## src/rtl/input_debounce_latch_pkg.sv

```systemverilog
// rtl/input_debounce_latch_pkg.sv - shared constants for the input debounce/latch block
// Contents:
//    SYNC_STAGES          depth of the per-bit input synchronizer
//    DEBOUNCE_CYCLES_DEF  default number of stable samples to accept a new level
//    WIDTH_DEF            default channel count
//    cnt_width()          width of a counter that must reach n-1
package input_debounce_latch_pkg;

   localparam int SYNC_STAGES         = 2;
   localparam int DEBOUNCE_CYCLES_DEF = 16;
   localparam int WIDTH_DEF           = 8;

   // Smallest width holding n-1; never below one bit so n=2 still gets a flop.
   function automatic int cnt_width(input int n);
      return (n <= 2) ? 1 : $clog2(n);
   endfunction

endpackage

```

## src/rtl/debounce_bit.sv

```systemverilog
// rtl/debounce_bit.sv - one channel: synchronizer, debounce counter, stable level
// Ports:
//    clk, rst_n   clock, synchronous active-low reset
//    ena          counter/stable advance enable (synchronizer always runs)
//    raw_in       asynchronous input bit
//    stable       debounced level (registered)
//    rise         high in the cycle whose edge will take stable from 0 to 1
module debounce_bit
   import input_debounce_latch_pkg::*;
#(
   parameter int DEBOUNCE_CYCLES = DEBOUNCE_CYCLES_DEF
) (
   input  logic clk,
   input  logic rst_n,
   input  logic ena,
   input  logic raw_in,
   output logic stable,
   output logic rise
);

   localparam int             CW      = cnt_width(DEBOUNCE_CYCLES);
   localparam logic [CW-1:0]  CNT_MAX = CW'(DEBOUNCE_CYCLES - 1);

   logic [SYNC_STAGES-1:0] sync_q, sync_d;
   logic [CW-1:0]          cnt_q, cnt_d;
   logic                   stable_q, stable_d;
   logic                   sync_lvl;

   assign sync_lvl = sync_q[SYNC_STAGES-1];

   always_comb begin
      sync_d   = {sync_q[SYNC_STAGES-2:0], raw_in};
      cnt_d    = cnt_q;
      stable_d = stable_q;
      rise     = 1'b0;
      if (ena) begin
         if (sync_lvl == stable_q) begin
            // Any agreement, even for one cycle, throws away the partial count.
            cnt_d = '0;
         end else if (cnt_q == CNT_MAX) begin
            // Mismatch seen DEBOUNCE_CYCLES times in a row: accept the new level.
            stable_d = sync_lvl;
            cnt_d    = '0;
            rise     = sync_lvl;
         end else begin
            cnt_d = cnt_q + CW'(1);
         end
      end
   end

   always_ff @(posedge clk) begin
      if (!rst_n) begin
         sync_q   <= '0;
         cnt_q    <= '0;
         stable_q <= 1'b0;
      end else begin
         sync_q   <= sync_d;
         cnt_q    <= cnt_d;
         stable_q <= stable_d;
      end
   end

   assign stable = stable_q;

endmodule

```

## src/rtl/input_debounce_latch.sv

```systemverilog
// rtl/input_debounce_latch.sv - multi-channel switch debouncer with sticky press latches
// Ports:
//    clk, rst_n   clock, synchronous active-low reset
//    ena          advance debounce counters, stable levels and latches
//    raw_in       asynchronous switch inputs, WIDTH bits
//    latch_mode   0: data_out = debounced levels, 1: data_out = sticky latches
//    clear        synchronous clear of all sticky latches (ignores ena)
//    data_out     registered output word
//    press        one-cycle pulse after any debounced bit rises
module input_debounce_latch
   import input_debounce_latch_pkg::*;
#(
   parameter int DEBOUNCE_CYCLES = DEBOUNCE_CYCLES_DEF,
   parameter int WIDTH           = WIDTH_DEF
) (
   input  logic             clk,
   input  logic             rst_n,
   input  logic             ena,
   input  logic [WIDTH-1:0] raw_in,
   input  logic             latch_mode,
   input  logic             clear,
   output logic [WIDTH-1:0] data_out,
   output logic             press
);

   logic [WIDTH-1:0] stable;
   logic [WIDTH-1:0] rise;

   for (genvar i = 0; i < WIDTH; i++) begin : g_bit
      debounce_bit #(
         .DEBOUNCE_CYCLES(DEBOUNCE_CYCLES)
      ) u_bit (
         .clk    (clk),
         .rst_n  (rst_n),
         .ena    (ena),
         .raw_in (raw_in[i]),
         .stable (stable[i]),
         .rise   (rise[i])
      );
   end

   logic [WIDTH-1:0] latched_q, latched_d;
   logic [WIDTH-1:0] stable_prev_q, stable_prev_d;
   logic [WIDTH-1:0] data_out_q, data_out_d;
   logic             press_q, press_d;

   always_comb begin
      // OR-ing rise after the clear lets a same-edge rising bit survive the clear.
      latched_d     = (clear ? '0 : latched_q) | rise;
      stable_prev_d = stable;
      // Edge detect on the registered level so press lines up with data_out.
      press_d       = |(stable & ~stable_prev_q);
      data_out_d    = latch_mode ? latched_q : stable;
   end

   always_ff @(posedge clk) begin
      if (!rst_n) begin
         latched_q     <= '0;
         stable_prev_q <= '0;
         data_out_q    <= '0;
         press_q       <= 1'b0;
      end else begin
         latched_q     <= latched_d;
         stable_prev_q <= stable_prev_d;
         data_out_q    <= data_out_d;
         press_q       <= press_d;
      end
   end

   assign data_out = data_out_q;
   assign press    = press_q;

endmodule
```

## config.mk

```make
export PLATFORM = sky130hd
export DESIGN_NAME = input_debounce_latch
export DESIGN_NICKNAME = d
export VERILOG_FILES = /design/src/rtl/input_debounce_latch_pkg.sv /design/src/rtl/debounce_bit.sv /design/src/rtl/input_debounce_latch.sv
export SDC_FILE = /design/constraint.sdc
export NUM_CORES = 1
export LEC_CHECK = 0
export CAP_MARGIN = 0
export CORE_ASPECT_RATIO = 0.8
export CORE_MARGIN = 1.5
export CORE_UTILIZATION = 30
export DETAILED_ROUTE_END_ITERATION = 8
export DONT_BUFFER_PORTS = 1
export SYNTH_ARGS = -nofsm -noshare
export SYNTH_HDL_FRONTEND = slang
export SYNTH_SLANG_ARGS = --single-unit
```

## constraint.sdc

```tcl
create_clock -name clk -period 2 [get_ports clk]
set_input_delay 0.3 -clock clk [delete_from_list [all_inputs] [get_ports clk]]
set_output_delay 0.3 -clock clk [all_outputs]
set_load 0.03 [all_outputs]
```

; ---- Word-level counts from Yosys, hierarchy flattened
; Index checks and enable logic that the tools add are counted.
; Widths: inputs -> output; s select.
[totals]
ram_bits = 0
wordCells = 114
latch_bits = 0
romBits = 0
inputBits = 13
out_inout_bits = 9
ff_bits = 81
n_memories = 0
[classes]
n_mul = 0
add_sub_neg = 8
magnitude_cmp = 0
muxes = 42
bitwise = 11
div = 0
n_eq_ne = 16
n_shift = 0
n_reduce_logical = 9
[ops]
columns = cell, n
row1 = $mux 4, 16
row2 = $add 4x1->4 const B, 8
row3 = $eq 4x4->1 const B, 8
row4 = $mux 1, 24
row5 = $reduce_and 3->1, 8
row6 = $mux 8, 2
row7 = $and 8x8->8, 1
row8 = $eq 1x1->1, 8
row9 = $not 1->1, 8
row10 = $not 8->8, 1
row11 = $or 8x8->8, 1
row12 = $reduce_or 8->1, 1

; ---- Logic depth before layout (Yosys ltp)
[logic_depth]
depth_word = 5
ltp_mapped = 5
mapped_depth_nobuf = 4

; ---- By module
; Synthesis repeated with hierarchy kept, for this count alone.
[hier_totals]
cells_unflattened = 345
area_unflattened_um2 = 3547.2
[by_module_without_submodules]
columns = module, seq_area_each_um2, instances, area_per_inst_um2, cells_per_inst
row1 = debounce_bit, 140.1, 8, 334.1, 33
row2 = input_debounce_latch, 500.5, 1, 874.6, 81

; ---- Worst setup path after synthesis
; No wires, ideal clock.
[synth_timing]
path_kind = flip-flop to flip-flop
from = register g_bit[3].u_bit.stable_q
to = register g_bit[3].u_bit.cnt_q[0]
slack_ns = 0.770
path_stages_with_launch = 4
t_arrival_ns = 1.116
synth_period_minus_slack_ns = 1.230
n_path_buf = 0
setup_ns = 0.115
cell_sequence = dfxtp_1 xnor2_1 and4bb_2 o21a_1
[synth_between]
elab_chain_cells = 2
[synth_lines]
columns = element, line_no
row1 = start: declaration, debounce_bit.sv:26  ; logic stable_q, stable_d;
row2 = start signal: assignment, debounce_bit.sv:59  ; stable_q <= stable_d;
row3 = $eq 1x1->1, debounce_bit.sv:37  ; if (sync_lvl == stable_q) begin
row4 = $mux 4, debounce_bit.sv:37
row5 = end signal: assignment, debounce_bit.sv:58  ; cnt_q <= cnt_d;
row6 = end: declaration, debounce_bit.sv:25  ; logic [CW-1:0] cnt_q, cnt_d;
; No other way between the ends.
; A chain may end at the register's enable or synchronous reset.

; ---- Worst setup path after layout
[layout_timing]
from = register g_bit[3].u_bit.stable_q
to = register g_bit[3].u_bit.cnt_q[3]
; Same word-level chain as after synthesis.

==> flow_metrics.tcl <==
set metrics [dict create \
    grt_max_degree 94 \
    cts.sinks 81 \
    synth-simple-area-share_pct 26.0 \
    critPathRequiredTime_ns 2.23 \
    setup_viol_count_final 0 \
    seqCellArea_um2 1620 \
    skew_ns 0.00489 \
    root_buffer "clkbuf_16" \
    hold_viol_final 0 \
    critPathLaunchType "flip-flop" \
    hp-start "raw_in[6]" \
    p_leak_nw 1.42 \
    syn_to_final_growth_pct 12.1 \
    cts-buffers-inserted 9 \
    htreeDepth 3 \
    num-nets-final 389 \
    crit_type "flip-flop to flip-flop" \
    n_fill_cell 1195 \
    multi_input_area_um2 1760 \
    synth_edf_count 0 \
    grt_pass1_wl_mm 10.6 \
    first_pass_iters 4 \
    worst_slack_ns 0.601 \
    final_core_util_pct 34.5 \
    synthAdderAreaFrac_pct 2.83 \
    ys_types 39 \
    wirelength_mm 6.08 \
    p_per_area_nw_per_um2 881 \
    grt_pass1_vias 2289 \
    crit_buf_inv 0 \
    syn_avg_cell_area_um2 9.39 \
    fin_crit_ns 1.40 \
    clk_path_buf_depth 2 \
    clk_pin_slew_ns 0.06 \
    fin_cells 521 \
    critPathMaxFanout 6 \
    synth_compound_area_share_pct 14.4 \
    fin_crit_sh_pct 69.9 \
    hp-class "input pin to flip-flop" \
    grt_overflow_total 0 \
    maxSlewViolCount 0 \
    synth_top_area_share_pct 45.9 \
    synthMuxAreaShare_pct 4.54 \
    synth-xor-area-share_pct 1.98 \
    synth_nets 397 \
    rrSetupSlack_ns 0.60 \
    r2r_end "g_bit[3].u_bit.cnt_q[3]" \
    initial_core_util_pct 30.8 \
    num_antenna_cells 0 \
    layout_commonest_cell "dfxtp_1" \
    ios 22 \
    via_per_inst 4.76 \
    post-cts-setup-buffer-count 0 \
    antenna_found_initial 0 \
    worst_path_max_delay_cell "xnor2_1" \
    port_buffers 0 \
    holdBufCountCts 0 \
    synth_area_leader_cell "dfxtp_1" \
    crit_family "compound AO/OA/AOI/OAI gates" \
    dp_hpwl_mm 3.76 \
    die_y_um 100 \
    outcome "completed" \
    synth_seq_cells 81 \
    rr_startpoint "g_bit[3].u_bit.stable" \
    synthCells 376 \
    async_flop_share_pct 0 \
    setup_tns_ns 0 \
    max_stage_delay_ns 0.46 \
    drc 0 \
    drt_iter0_drc 125 \
    hold_depth 1 \
    endpoint_kind "flip-flop" \
    place_congestion 0.765 \
    final_cell_mix "dfxtp_1 (81), nor2b_1 (34), and2_1 (26), inv_1 (19), a21boi_0 (19)" \
    whs_endpoint "g_bit[6].u_bit.sync_q[0]" \
    rsz0062_at_grt "no" \
    die_x_um 124 \
    num_vias 2480 \
    final_antenna_net_count 0 \
    path_cells "xnor2_1 -> a2111oi_2 -> o31a_2" \
    num_rows 35 \
    syn_area_um2 3530 \
    die_area_um2 12400 \
    synth.area.top_cells "dfxtp_1 (46%), nor2b_1 (6.0%), and2_1 (4.6%), mux2i_1 (4.5%), a21boi_0 (4.0%)" \
    coreArea_um2 11500 \
    cts_resized 0 \
    maxSlewHeadroom_pct 65.4 \
    post_drt_wl_per_cell_um 11.7 \
    max_freq_ghz 0.715 \
    synth_top_family_by_area "simple AND/OR/NAND/NOR gates" \
    ys_seq_area_share_pct 45.9 \
    ys_warn_count 0 \
    drv_cap 0 \
    pre_cts_ws_ns 0.629 \
    total_power_mw 3.49 \
    peakVddDrop_mv 0.407 \
    grt.total_usage_pct 10.7 \
    synth_flop_cell "dfxtp_1" \
    tightestPinTransition_ns 0.516 \
    drive_gt1_share_pct 5.63 \
    cts_tree "done" \
    worst_ep_arrival_time_ns 1.63 \
    placedCellCount 505 \
    insertion_delay_ns 0.34 \
    reg2reg_depth 3 \
]
-- cell families after synthesis --
logic type	after synthesis
AND/OR/NAND/NOR	151
XOR/XNOR	8
multiplexers	16
flip-flops	81
adder cells (fa/ha/maj)	8
AO/OA/AOI/OAI	74
buffers and inverters	38
-- worst max path at each step --
stage / depth (start not counted) / end / startpoint
5_1_grt: 3 / g_bit[3].u_bit.cnt_q[0] / g_bit[3].u_bit.stable
4_1_cts: 3 / g_bit[3].u_bit.cnt_q[3] / g_bit[3].u_bit.stable
2_1_floorplan: 3 / g_bit[3].u_bit.cnt_q[0] / g_bit[3].u_bit.stable
3_5_place_dp: 3 / g_bit[3].u_bit.cnt_q[3] / g_bit[3].u_bit.stable
3_3_place_gp: 3 / g_bit[3].u_bit.cnt_q[0] / g_bit[3].u_bit.stable
6_report: 3 / g_bit[3].u_bit.cnt_q[3] / g_bit[3].u_bit.stable
-- Yosys cell counts, drive strengths merged (10+ instances only) --
cell type	n
mux2i	16
clkbuf	12
o21a	10
a21boi	19
and2	27
nand3	16
o21ai	15
nor2b	34
dfxtp	81
nand2	17
inv	19
nand2b	13
nand4	15
-- power breakdown --
group / internal, mW / total (mW) / switching, mW
sequential: 1.63 / 1.65 / 0.0119
clock: 1.16 / 1.78 / 0.619
combinational: 0.0407 / 0.0608 / 0.0201
total: 2.84 / 3.49 / 0.650
-- state kept, by name, indices dropped and copies added, names as in the netlist --
name / cells
g_bit.u_bit.cnt_q: 32
stable_prev_q: 8
press: 1
g_bit.u_bit.sync_q: 16
g_bit.u_bit.stable: 8
latched_q: 8
data_out: 8
-- final cells by class --
class / instances / area share [%]
multi-input cells: 257 / 44.4
clock inverters: 2 / 1.52
inverters: 19 / 1.80
flip-flops and latches: 81 / 41.0
clock buffers: 14 / 6.67
well taps: 148 / 4.68
-- per-layer routing --
| layer | global-route usage, % | vias up | share of wire [%] |
|---|---|---|---|
| met5 | 0 | - | 0 |
| met4 | 5.48 | 0 | 1.5 |
| met3 | 4.10 | 9 | 4.0 |
| met2 | 16.2 | 31 | 44 |
| met1 | 13.4 | 1151 | 51 |
| li1 | - | 1289 | - |
-- per-stage QoR --
stage	instance area [um^2]	hold slack (ns)
3_3_place_gp	3630	0.414
6_report	3960	0.0850
2_1_floorplan	3530	0.412
3_5_place_dp	3630	0.419
4_1_cts	3960	0.0726
5_1_grt	3960	0.0721
Power figures use the tool's default switching activity.
